File: src/rtl/l1mtx_pkg.sv
// Shared L1MTX definitions: AHB HTRANS/HBURST encodings and the burst beat-count helper.
package l1mtx_pkg;

    localparam logic [1:0] TRANS_IDLE   = 2'b00;
    localparam logic [1:0] TRANS_BUSY   = 2'b01;
    localparam logic [1:0] TRANS_NONSEQ = 2'b10;
    localparam logic [1:0] TRANS_SEQ    = 2'b11;

    localparam logic [2:0] BURST_SINGLE = 3'b000;
    localparam logic [2:0] BURST_INCR   = 3'b001;
    localparam logic [2:0] BURST_WRAP4  = 3'b010;
    localparam logic [2:0] BURST_INCR4  = 3'b011;
    localparam logic [2:0] BURST_WRAP8  = 3'b100;
    localparam logic [2:0] BURST_INCR8  = 3'b101;
    localparam logic [2:0] BURST_WRAP16 = 3'b110;
    localparam logic [2:0] BURST_INCR16 = 3'b111;

    localparam int unsigned BEAT_W = 5;

    // Beats still owed after the NONSEQ beat of a defined-length burst.
    function automatic logic [BEAT_W-1:0] burst_beats(input logic [2:0] burst);
        case (burst)
            BURST_WRAP4,  BURST_INCR4:  return BEAT_W'(3);
            BURST_WRAP8,  BURST_INCR8:  return BEAT_W'(7);
            BURST_WRAP16, BURST_INCR16: return BEAT_W'(15);
            default:                    return '0;
        endcase
    endfunction

endpackage

File: src/rtl/l1mtx_out_arb_if.sv
// Request/select bundle between the input stages and one output-stage arbiter.
interface l1mtx_out_arb_if #(
    parameter int unsigned NUM_IN = 3,
    parameter int unsigned IDX_W  = $clog2(NUM_IN)
);
    logic                  HREADYM;
    logic [NUM_IN-1:0]     sel_op;
    logic [2*NUM_IN-1:0]   trans_op;
    logic [3*NUM_IN-1:0]   burst_op;
    logic [NUM_IN-1:0]     mastlock_op;
    logic [IDX_W-1:0]      addr_in_port;
    logic                  no_port;
    logic [NUM_IN-1:0]     active_op;
    logic [IDX_W-1:0]      data_in_port;
    logic                  data_valid;

    modport slave (
        input  HREADYM, sel_op, trans_op, burst_op, mastlock_op,
        output addr_in_port, no_port, active_op, data_in_port, data_valid
    );

    modport master (
        output HREADYM, sel_op, trans_op, burst_op, mastlock_op,
        input  addr_in_port, no_port, active_op, data_in_port, data_valid
    );
endinterface

File: src/rtl/l1mtx_rr_pick.sv
// Combinational round-robin pick: first set req bit after ptr, wrapping modulo NUM_IN.
module l1mtx_rr_pick #(
    parameter int unsigned NUM_IN = 3,
    parameter int unsigned IDX_W  = $clog2(NUM_IN)
) (
    input  logic [NUM_IN-1:0] req,
    input  logic [IDX_W-1:0]  ptr,
    output logic [IDX_W-1:0]  idx,
    output logic              any
);
    int unsigned j;

    // Scan farthest-to-nearest so the nearest requester after ptr wins.
    always_comb begin
        idx = '0;
        any = |req;
        j   = 0;
        for (int unsigned k = NUM_IN; k >= 1; k--) begin
            j = (32'(ptr) + k) % NUM_IN;
            if (req[j]) begin
                idx = IDX_W'(j);
            end
        end
    end
endmodule

File: src/rtl/l1mtx_out_arb.sv
// Round-robin arbiter for one L1MTX output port. Holds the grant across SEQ/BUSY
// beats and locked sequences. Optional macro L1MTX_ARB_BURST_HOLD_EN adds a beat
// counter so defined-length bursts cannot be interleaved even across IDLE beats.
module l1mtx_out_arb
    import l1mtx_pkg::*;
#(
    parameter int unsigned NUM_IN = 3,
    parameter int unsigned IDX_W  = $clog2(NUM_IN)
) (
    input  logic             HCLK,
    input  logic             HRESETn,
    l1mtx_out_arb_if.slave   bus
);
    localparam int unsigned NUM_PAD = 1 << IDX_W;

    logic [IDX_W-1:0]   grant_q;
    logic               owned_q;
    logic               lock_q;
    logic [IDX_W-1:0]   rr_ptr;
    logic [IDX_W-1:0]   data_port_q;
    logic               data_valid_q;

    logic [NUM_PAD-1:0] sel_pad;
    logic [NUM_PAD-1:0] lock_pad;
    logic [1:0]         trans_pad [NUM_PAD];
    logic [NUM_IN-1:0]  req;
    logic [IDX_W-1:0]   pick_idx;
    logic               pick_any;
    logic               owner_sel;
    logic [1:0]         owner_trans;
    logic               burst_hold;
    logic               hold;
    logic               new_grant;
    logic [IDX_W-1:0]   addr_idx;
    logic               no_own;
    logic [NUM_IN-1:0]  active;

    // Unpack per-input fields into power-of-two arrays so any index value is in range.
    always_comb begin
        sel_pad  = '0;
        lock_pad = '0;
        req      = '0;
        for (int unsigned i = 0; i < NUM_PAD; i++) begin
            trans_pad[i] = TRANS_IDLE;
        end
        for (int unsigned i = 0; i < NUM_IN; i++) begin
            sel_pad[i]   = bus.sel_op[i];
            lock_pad[i]  = bus.mastlock_op[i];
            trans_pad[i] = bus.trans_op[2*i +: 2];
            req[i]       = bus.sel_op[i] & bus.trans_op[2*i+1];
        end
    end

    l1mtx_rr_pick #(.NUM_IN(NUM_IN), .IDX_W(IDX_W)) u_pick (
        .req (req),
        .ptr (rr_ptr),
        .idx (pick_idx),
        .any (pick_any)
    );

`ifdef L1MTX_ARB_BURST_HOLD_EN
    logic [2:0]        burst_pad [NUM_PAD];
    logic [BEAT_W-1:0] cnt_q;

    // Burst type per input, padded like the other per-input arrays.
    always_comb begin
        for (int unsigned i = 0; i < NUM_PAD; i++) begin
            burst_pad[i] = BURST_SINGLE;
        end
        for (int unsigned i = 0; i < NUM_IN; i++) begin
            burst_pad[i] = bus.burst_op[3*i +: 3];
        end
    end

    // Beats remaining in the owner's defined-length burst.
    always_ff @(posedge HCLK or negedge HRESETn) begin
        if (!HRESETn) begin
            cnt_q <= '0;
        end else if (bus.HREADYM) begin
            if (new_grant) begin
                cnt_q <= burst_beats(burst_pad[addr_idx]);
            end else if (no_own) begin
                cnt_q <= '0;
            end else if (owner_trans == TRANS_SEQ && cnt_q != '0) begin
                cnt_q <= cnt_q - BEAT_W'(1);
            end
        end
    end

    assign burst_hold = (cnt_q != '0);
`else
    logic unused_burst;
    assign unused_burst = ^bus.burst_op;
    assign burst_hold   = 1'b0;
`endif

    // Hold/re-arbitrate decision and the combinational address-phase owner.
    always_comb begin
        owner_sel   = sel_pad[grant_q];
        owner_trans = trans_pad[grant_q];
        hold        = owned_q & owner_sel &
                      ((owner_trans == TRANS_BUSY) | (owner_trans == TRANS_SEQ) |
                       lock_q | burst_hold);
        new_grant   = ~hold & pick_any;
        addr_idx    = new_grant ? pick_idx : grant_q;
        no_own      = ~hold & ~pick_any;
        active      = '0;
        for (int unsigned i = 0; i < NUM_IN; i++) begin
            active[i] = ~no_own & (addr_idx == IDX_W'(i));
        end
    end

    // Grant, lock, round-robin pointer and data-phase owner advance on ready edges.
    always_ff @(posedge HCLK or negedge HRESETn) begin
        if (!HRESETn) begin
            grant_q      <= '0;
            owned_q      <= 1'b0;
            lock_q       <= 1'b0;
            rr_ptr       <= '0;
            data_port_q  <= '0;
            data_valid_q <= 1'b0;
        end else if (bus.HREADYM) begin
            grant_q      <= addr_idx;
            owned_q      <= ~no_own;
            lock_q       <= lock_pad[addr_idx] & ~no_own;
            data_port_q  <= addr_idx;
            data_valid_q <= ~no_own;
            if (new_grant) begin
                rr_ptr <= addr_idx;
            end
        end
    end

    assign bus.addr_in_port = addr_idx;
    assign bus.no_port      = no_own;
    assign bus.active_op    = active;
    assign bus.data_in_port = data_port_q;
    assign bus.data_valid   = data_valid_q;
endmodule

File: src/flat_wrapper.sv
// flat-port wrapper written by rule: the top's interface ports become plain ports
module l1mtx_out_arb_flat import l1mtx_pkg::*;
#(
    parameter int unsigned NUM_IN = 3,
    parameter int unsigned IDX_W  = $clog2(NUM_IN)
)
  (HCLK, HRESETn, bus_HREADYM, bus_sel_op, bus_trans_op, bus_burst_op, bus_mastlock_op, bus_addr_in_port, bus_no_port, bus_active_op, bus_data_in_port, bus_data_valid);
  l1mtx_out_arb_if #(.NUM_IN(NUM_IN), .IDX_W(IDX_W)) bus_i ();
  input  logic HCLK;
  input  logic HRESETn;
  input wire logic [$bits(bus_i.HREADYM)-1:0] bus_HREADYM;
  input wire logic [$bits(bus_i.sel_op)-1:0] bus_sel_op;
  input wire logic [$bits(bus_i.trans_op)-1:0] bus_trans_op;
  input wire logic [$bits(bus_i.burst_op)-1:0] bus_burst_op;
  input wire logic [$bits(bus_i.mastlock_op)-1:0] bus_mastlock_op;
  output wire logic [$bits(bus_i.addr_in_port)-1:0] bus_addr_in_port;
  output wire logic [$bits(bus_i.no_port)-1:0] bus_no_port;
  output wire logic [$bits(bus_i.active_op)-1:0] bus_active_op;
  output wire logic [$bits(bus_i.data_in_port)-1:0] bus_data_in_port;
  output wire logic [$bits(bus_i.data_valid)-1:0] bus_data_valid;
  assign bus_i.HREADYM = bus_HREADYM;
  assign bus_i.sel_op = bus_sel_op;
  assign bus_i.trans_op = bus_trans_op;
  assign bus_i.burst_op = bus_burst_op;
  assign bus_i.mastlock_op = bus_mastlock_op;
  assign bus_addr_in_port = bus_i.addr_in_port;
  assign bus_no_port = bus_i.no_port;
  assign bus_active_op = bus_i.active_op;
  assign bus_data_in_port = bus_i.data_in_port;
  assign bus_data_valid = bus_i.data_valid;
  l1mtx_out_arb #(.NUM_IN(NUM_IN), .IDX_W(IDX_W)) u_core (.HCLK(HCLK), .HRESETn(HRESETn), .bus(bus_i));
endmodule
File: config.mk
export PLATFORM = sky130hd
export DESIGN_NAME = l1mtx_out_arb_flat
export DESIGN_NICKNAME = d
export VERILOG_FILES = /design/src/rtl/l1mtx_pkg.sv /design/src/rtl/l1mtx_out_arb_if.sv /design/src/rtl/l1mtx_rr_pick.sv /design/src/rtl/l1mtx_out_arb.sv /design/src/flat_wrapper.sv
export SDC_FILE = /design/constraint.sdc
export NUM_CORES = 1
export LEC_CHECK = 0
export ABC_CLOCK_PERIOD_IN_PS = 1900
export CORE_UTILIZATION = 30
export DETAILED_ROUTE_END_ITERATION = 12
export PLACE_DENSITY = 0.75
export SYNTH_ARGS = -nofsm -noshare
export SYNTH_HDL_FRONTEND = slang
export SYNTH_SLANG_ARGS = --single-unit
File: constraint.sdc
create_clock -name HCLK -period 1.9 [get_ports HCLK]
set_clock_uncertainty 0.15 [all_clocks]
set_input_delay 0.38 -clock HCLK [delete_from_list [all_inputs] [get_ports HCLK]]
set_output_delay 0.38 -clock HCLK [all_outputs]
set_load 0.02 [all_outputs]
Yosys cells after proc, flatten, opt, wreduce, memory -nomap -nowiden
Index checks and enable logic that the tools add are counted.
{ "word_totals": {"reg_bits": 6, "inputBits": 24, "output_inout_bits": 9} }
{ "op_classes": {"div_mod_pow": 3, "n_eq_ne": 4, "n_reduce_logical": 3, "magnitude_cmp": 6, "n_bitwise": 17, "n_addsub": 3, "n_mux": 17} }
{ "ops": {"columns": ["op", "n"], "rows": [
  ["less-than comparator 32 x 3 -> 1 bit, second input constant", 3],
  ["modulo 32 x 2 -> 32 bit, second input constant", 3],
  ["two-way mux 2 bit", 6],
  ["AND 1 bit", 11],
  ["binary-select mux 1 bit (select 2 bit)", 5],
  ["adder 2 x 2 -> 3 bit, second input constant", 2],
  ["less-than comparator 2 x 3 -> 1 bit, second input constant", 2],
  ["two-way mux 1 bit", 5],
  ["binary-select mux 2 bit (select 2 bit)", 1],
  ["== test 2 x 1 -> 1 bit, second input constant", 2],
  ["== test 2 bit, second input constant", 2],
  ["adder 2 x 1 -> 3 bit, second input constant", 1],
  ["greater-or-equal comparator 3 bit, second input constant", 1],
  ["NOT 1 bit", 3],
  ["NOT 2 -> 3 bit", 1],
  ["OR reduction 3 bit", 1],
  ["zero test 2 bit", 1],
  ["bitwise OR 1 bit", 2],
  ["AND reduction 2 bit", 1]
]} }

Logic depth before layout (Yosys ltp)
{ "depth": {"ltp_word": 14, "ltp_mapped": 9, "ltp_nobuf": 8} }

Modules after synthesis
Synthesis repeated with hierarchy kept, for this count alone.
{ "hier_totals": {"cells_unflattened": 72, "area_unflattened_um2": 678.2} }
{ "modules_own_cells": {"columns": ["module", "cells_each", "area_each_um2", "n_inst", "seq_area_each_um2"], "rows": [
  ["l1mtx_out_arb", 52, 528.0, 1, 150.1],
  ["l1mtx_rr_pick", 20, 150.1, 1, 0.0]
]} }

Least setup slack after synthesis
Ideal clock, no wire load.
{ "synth_path": {"path_type": "flip-flop to output port", "from": "register u_core.rr_ptr[0]", "to": "output bus_active_op[1]", "setup_slack_ns": -0.623, "required_time_ns": 1.370, "path_stages_with_launch": 9, "path_buffers": 1, "t_arrival_ns": 1.993, "path_cell_list": "dfrtp_1 -> inv_1 -> ha_1 -> buf_2 -> nand4b_1 -> a21bo_2 -> o211ai_1 -> a22oi_1 -> nor3_1"} }
{ "synth_between": {"elab_chain_cells": 10} }
{ "synth_rtl": {"columns": ["item", "line_no", "rtl"], "rows": [
  ["from (decl)", "l1mtx_out_arb.sv:19", "logic [IDX_W-1:0] rr_ptr;"],
  ["from (signal assigned)", "l1mtx_out_arb.sv:129", "rr_ptr <= addr_idx;"],
  ["adder 2 x 2 -> 3 bit", "l1mtx_rr_pick.sv:19", "j = (32'(ptr) + k) % NUM_IN;"],
  ["modulo 32 x 2 -> 32 bit", "l1mtx_rr_pick.sv:19", null],
  ["binary-select mux 1 bit (select 2 bit)", "l1mtx_rr_pick.sv:20", "if (req[j]) begin"],
  ["two-way mux 1 bit (not written as such)", "l1mtx_rr_pick.sv:20", null],
  ["two-way mux 2 bit (2 in a row)", "l1mtx_rr_pick.sv:20", null],
  ["two-way mux 2 bit *", "l1mtx_rr_pick.sv:20", null],
  ["two-way mux 2 bit *", "l1mtx_out_arb.sv:105", "addr_idx = new_grant ? pick_idx : grant_q;"],
  ["== test 2 x 1 -> 1 bit *", "l1mtx_out_arb.sv:109", "active[i] = ~no_own & (addr_idx == IDX_W'(i));"],
  ["AND 1 bit *", "l1mtx_out_arb.sv:109", null],
  ["to (decl)", "flat_wrapper.sv:18", "output wire logic [$bits(bus_i.active_op)-1:0] bus_active_op;"]
]} }
Mark *: on every way between the ends. The rest lies on a longest branch, timed or not. The select of a mux whose other input is x is not followed.

Worst setup path in the final report
Same ends and word-level chain as after synthesis.

==> impl_metrics.tcl <==
set metrics [dict create \
    final_nets 172 \
    power.internal_mw 0.987 \
    grt_overflow 0 \
    pwr-share-comb 0.794 \
    dpl.hpwl_um 1730 \
    yosysTopAreaCellShare 0.222 \
    start_kind "flip-flop" \
    outcome "finished, violations left" \
    yosys-top-cells-area "dfrtp_1, ha_1, inv_1, nand2_1, o311ai_4" \
    yosysWarnings 0 \
    vias 957 \
    grt_pass1_vias 894 \
    antenna_cells 0 \
    drt_iter0_drc 27 \
    synthAdderAreaFrac 0.0739 \
    cts_buffer_depth 2 \
    ir_drop_mv 0.853 \
    pwr-share-seq 0.133 \
    gp_congestion 0.856 \
    ant_nets 0 \
    cp.arrival_ns 2.22 \
    slew_viol_final 0 \
    timing.hold.worst.class "in -> async" \
    dpl.cell_count 153 \
    fin_crit_sh 1.45 \
    die_y_um 49.5 \
    drive_gt1_frac 0.552 \
    tightestPinTransition_ns 0.358 \
    synth_top_family_by_area "compound AO/OA/AOI/OAI gates" \
    cap_violations 0 \
    p_switching_mw 0.755 \
    h-tree-depth 1 \
    setup_violations 12 \
    final_util 0.697 \
    hold_viol 0 \
    synth_compound_area_frac 0.346 \
    rrSetupSlack_ns -0.46 \
    wl_um 2960 \
    cts.clk_slew.worst_paths_ns 0.05 \
    drc 0 \
    fin_cells 170 \
    die-area_um2 2450 \
    r2r_end "u_core.lock_q$_DFFE_PN0P_" \
    worstSetupEndpointType "primary output" \
    syn_inst 81 \
    antenna_found_initial 0 \
    core_area_um2 2040 \
    relSlewSlack 0.762 \
    io_buffers 23 \
    finalCriticalPeriod_ns 2.75 \
    yosys.area_share.simple 0.279 \
    fillers 155 \
    row_count 16 \
    powerDensity_nw_per_um2 1220 \
    r2r-start "u_core.rr_ptr[1]$_DFFE_PN0P_" \
    avgSynthCellArea_um2 8.36 \
    cts_tree "done" \
    worstSetupPathType "reg -> out" \
    synth_mux_area_frac 0.0222 \
    drt-vias-per-instance 5.63 \
    yosysTopAreaCell "dfrtp_1" \
    start_util 0.331 \
    grt_max_degree 11 \
    swShare 0.433 \
    fmax_mhz 363 \
    area_growth_pct 110 \
    rsz0062_at_grt "yes" \
    violations "negative setup slack" \
    ff2ff_path_depth 9 \
    yosys_register_bits 6 \
    cts.sinks 6 \
    cts_buffers 3 \
    io_pins 33 \
    synthesis.nets 109 \
    insertion_delay_ns 0.25 \
    power_leakage_nw 0.620 \
    power.share.clock 0.073 \
    syn-cell-area_um2 677 \
    synth_cell_types 37 \
    drt-wirelength-per-cell_um 17.4 \
    cts-root-buf "clkbuf_4" \
    grt_pass1_wl_um 4000 \
    die_w_um 49.5 \
    synth_xor_area_frac 0 \
    crit_path_max_fanout 5 \
    grt_usage 0.218 \
    yosysSeqAreaShare 0.222 \
    cp.required_ns 1.37 \
    firstDrtPassIters 4 \
    fin_ws_ns -0.855 \
]
-- sequential cells by signal, indices dropped and copies added, names as in the netlist --
name	count
u_core.rr_ptr	2
u_core.owned_q	1
u_core.bus.data_in_port	2
u_core.lock_q	1
-- metal layers --
layer / up-vias / GRT usage / wire [um]
met5: - / 0 / 0
met2: 50 / 0.374 / 1500
met4: 0 / 0.129 / 136
li1: 436 / - / -
met3: 19 / 0.0278 / 170
met1: 452 / 0.257 / 1150
-- per-stage QoR --
| step | hold WS (ns) | power [mW] | cell area, um^2 | setup WS (ns) | setup TNS (ns) |
|---|---|---|---|---|---|
| CTS | 0.215 | 1.53 | 1290 | -0.764 | -4.89 |
| global placement | 0.419 | 1.26 | 1180 | -1.30 | -9.60 |
| global route | 0.231 | 1.82 | 1420 | -0.956 | -6.14 |
| detailed placement | 0.430 | 1.27 | 1180 | -1.34 | -9.86 |
| floorplan | -0.0656 | 0.811 | 751 | -0.345 | -1.51 |
| finish | 0.217 | 1.74 | 1420 | -0.855 | -5.23 |
-- Yosys cell counts, drive strengths merged --
library cell / number
a221oi: 1
a22oi: 1
a211o: 2
buf: 1
and3b: 1
nand4bb: 2
ha: 4
o211a: 1
inv: 9
nor3: 2
a21bo: 2
o22ai: 2
nand2b: 3
mux2: 1
o211ai: 3
dfrtp: 6
nand4b: 3
nand2: 7
a21o: 1
and3: 1
and2: 1
a21boi: 1
a31oi: 2
nand3b: 2
a22o: 1
and4b: 1
o21ai: 4
a211oi: 1
o311ai: 1
nand3: 4
a21oi: 3
nor2: 5
o31ai: 1
a311oi: 1
-- critical path, cell delays in order (launching register included) --
cell      delay [ns]
dfrtp_2         0.44
ha_4            0.19
nand3b_1        0.22
a211o_1         0.32
o211ai_1        0.30
a22oi_2         0.16
nor3_4          0.21
buf_6           0.14
-- cells in the final DEF, fill, tap and decap left out, drive strengths merged --
cell type	count
a31oi	2
nand2b	3
and4b	1
clkbuf	4
o21ai	4
o22ai	2
o31ai	1
buf	42
a22oi	1
a21o	1
a21oi	3
and3b	1
a221oi	1
o211ai	3
a21boi	1
and3	1
dlymetal6s2s	1
nand3	4
and2	1
nand2	7
a211o	2
mux2	1
dfrtp	6
a211oi	1
o311ai	1
o211a	1
nand3b	2
nor3	2
dlygate4sd2	7
a311oi	1
nor2	5
a22o	1
nand4bb	2
a21bo	2
nand4b	3
inv	9
clkdlybuf4s50	9
ha	4
-- logic make-up after synthesis --
family,count (synthesis)
compound gates,28
fa+ha+maj,4
buf+inv,10
flops,6
mux,1
simple gates,32
-- worst max-delay path by stage --
stage	startpoint	end	cells past startpoint
detailed placement	bus_sel_op[1]	bus_active_op[1]	7
floorplan	u_core.rr_ptr[1]$_DFFE_PN0P_	bus_active_op[1]	7
global placement	bus_sel_op[0]	bus_active_op[1]	7
CTS	u_core.rr_ptr[0]$_DFFE_PN0P_	bus_active_op[1]	7
global route	u_core.rr_ptr[1]$_DFFE_PN0P_	bus_active_op[1]	8
finish	u_core.rr_ptr[0]$_DFFE_PN0P_	bus_active_op[1]	7
-- what timing repair did --
action                                 4_1_cts  5_1_grt
buffers inserted                             6        8
pin swaps                                    8        8
gates resized for setup                     51       20
endpoints found under the hold margin        0        0
setup endpoints to repair                   14       12
hold buffers                                 0        0
-- cell type report --
| type | count | area [um^2] | area share |
|---|---|---|---|
| Tap cell | 27 | 33.8 | 0.0237 |
| Inverter | 9 | 33.8 | 0.0237 |
| Sequential cell | 6 | 154 | 0.108 |
| Multi-Input combinational cell | 65 | 654 | 0.460 |
| Timing Repair Buffer | 59 | 522 | 0.366 |
| Clock buffer | 4 | 26.3 | 0.0185 |
-- power groups by stage --
stage	Sequential, mW	Combinational, mW	Clock [mW]
detailed placement	0.217	1.05	0
global route	0.234	1.45	0.139
floorplan	0.242	0.569	0
CTS	0.220	1.18	0.132
finish	0.232	1.38	0.127
global placement	0.214	1.05	0
Note: power is estimated with default switching activity, not from simulation.
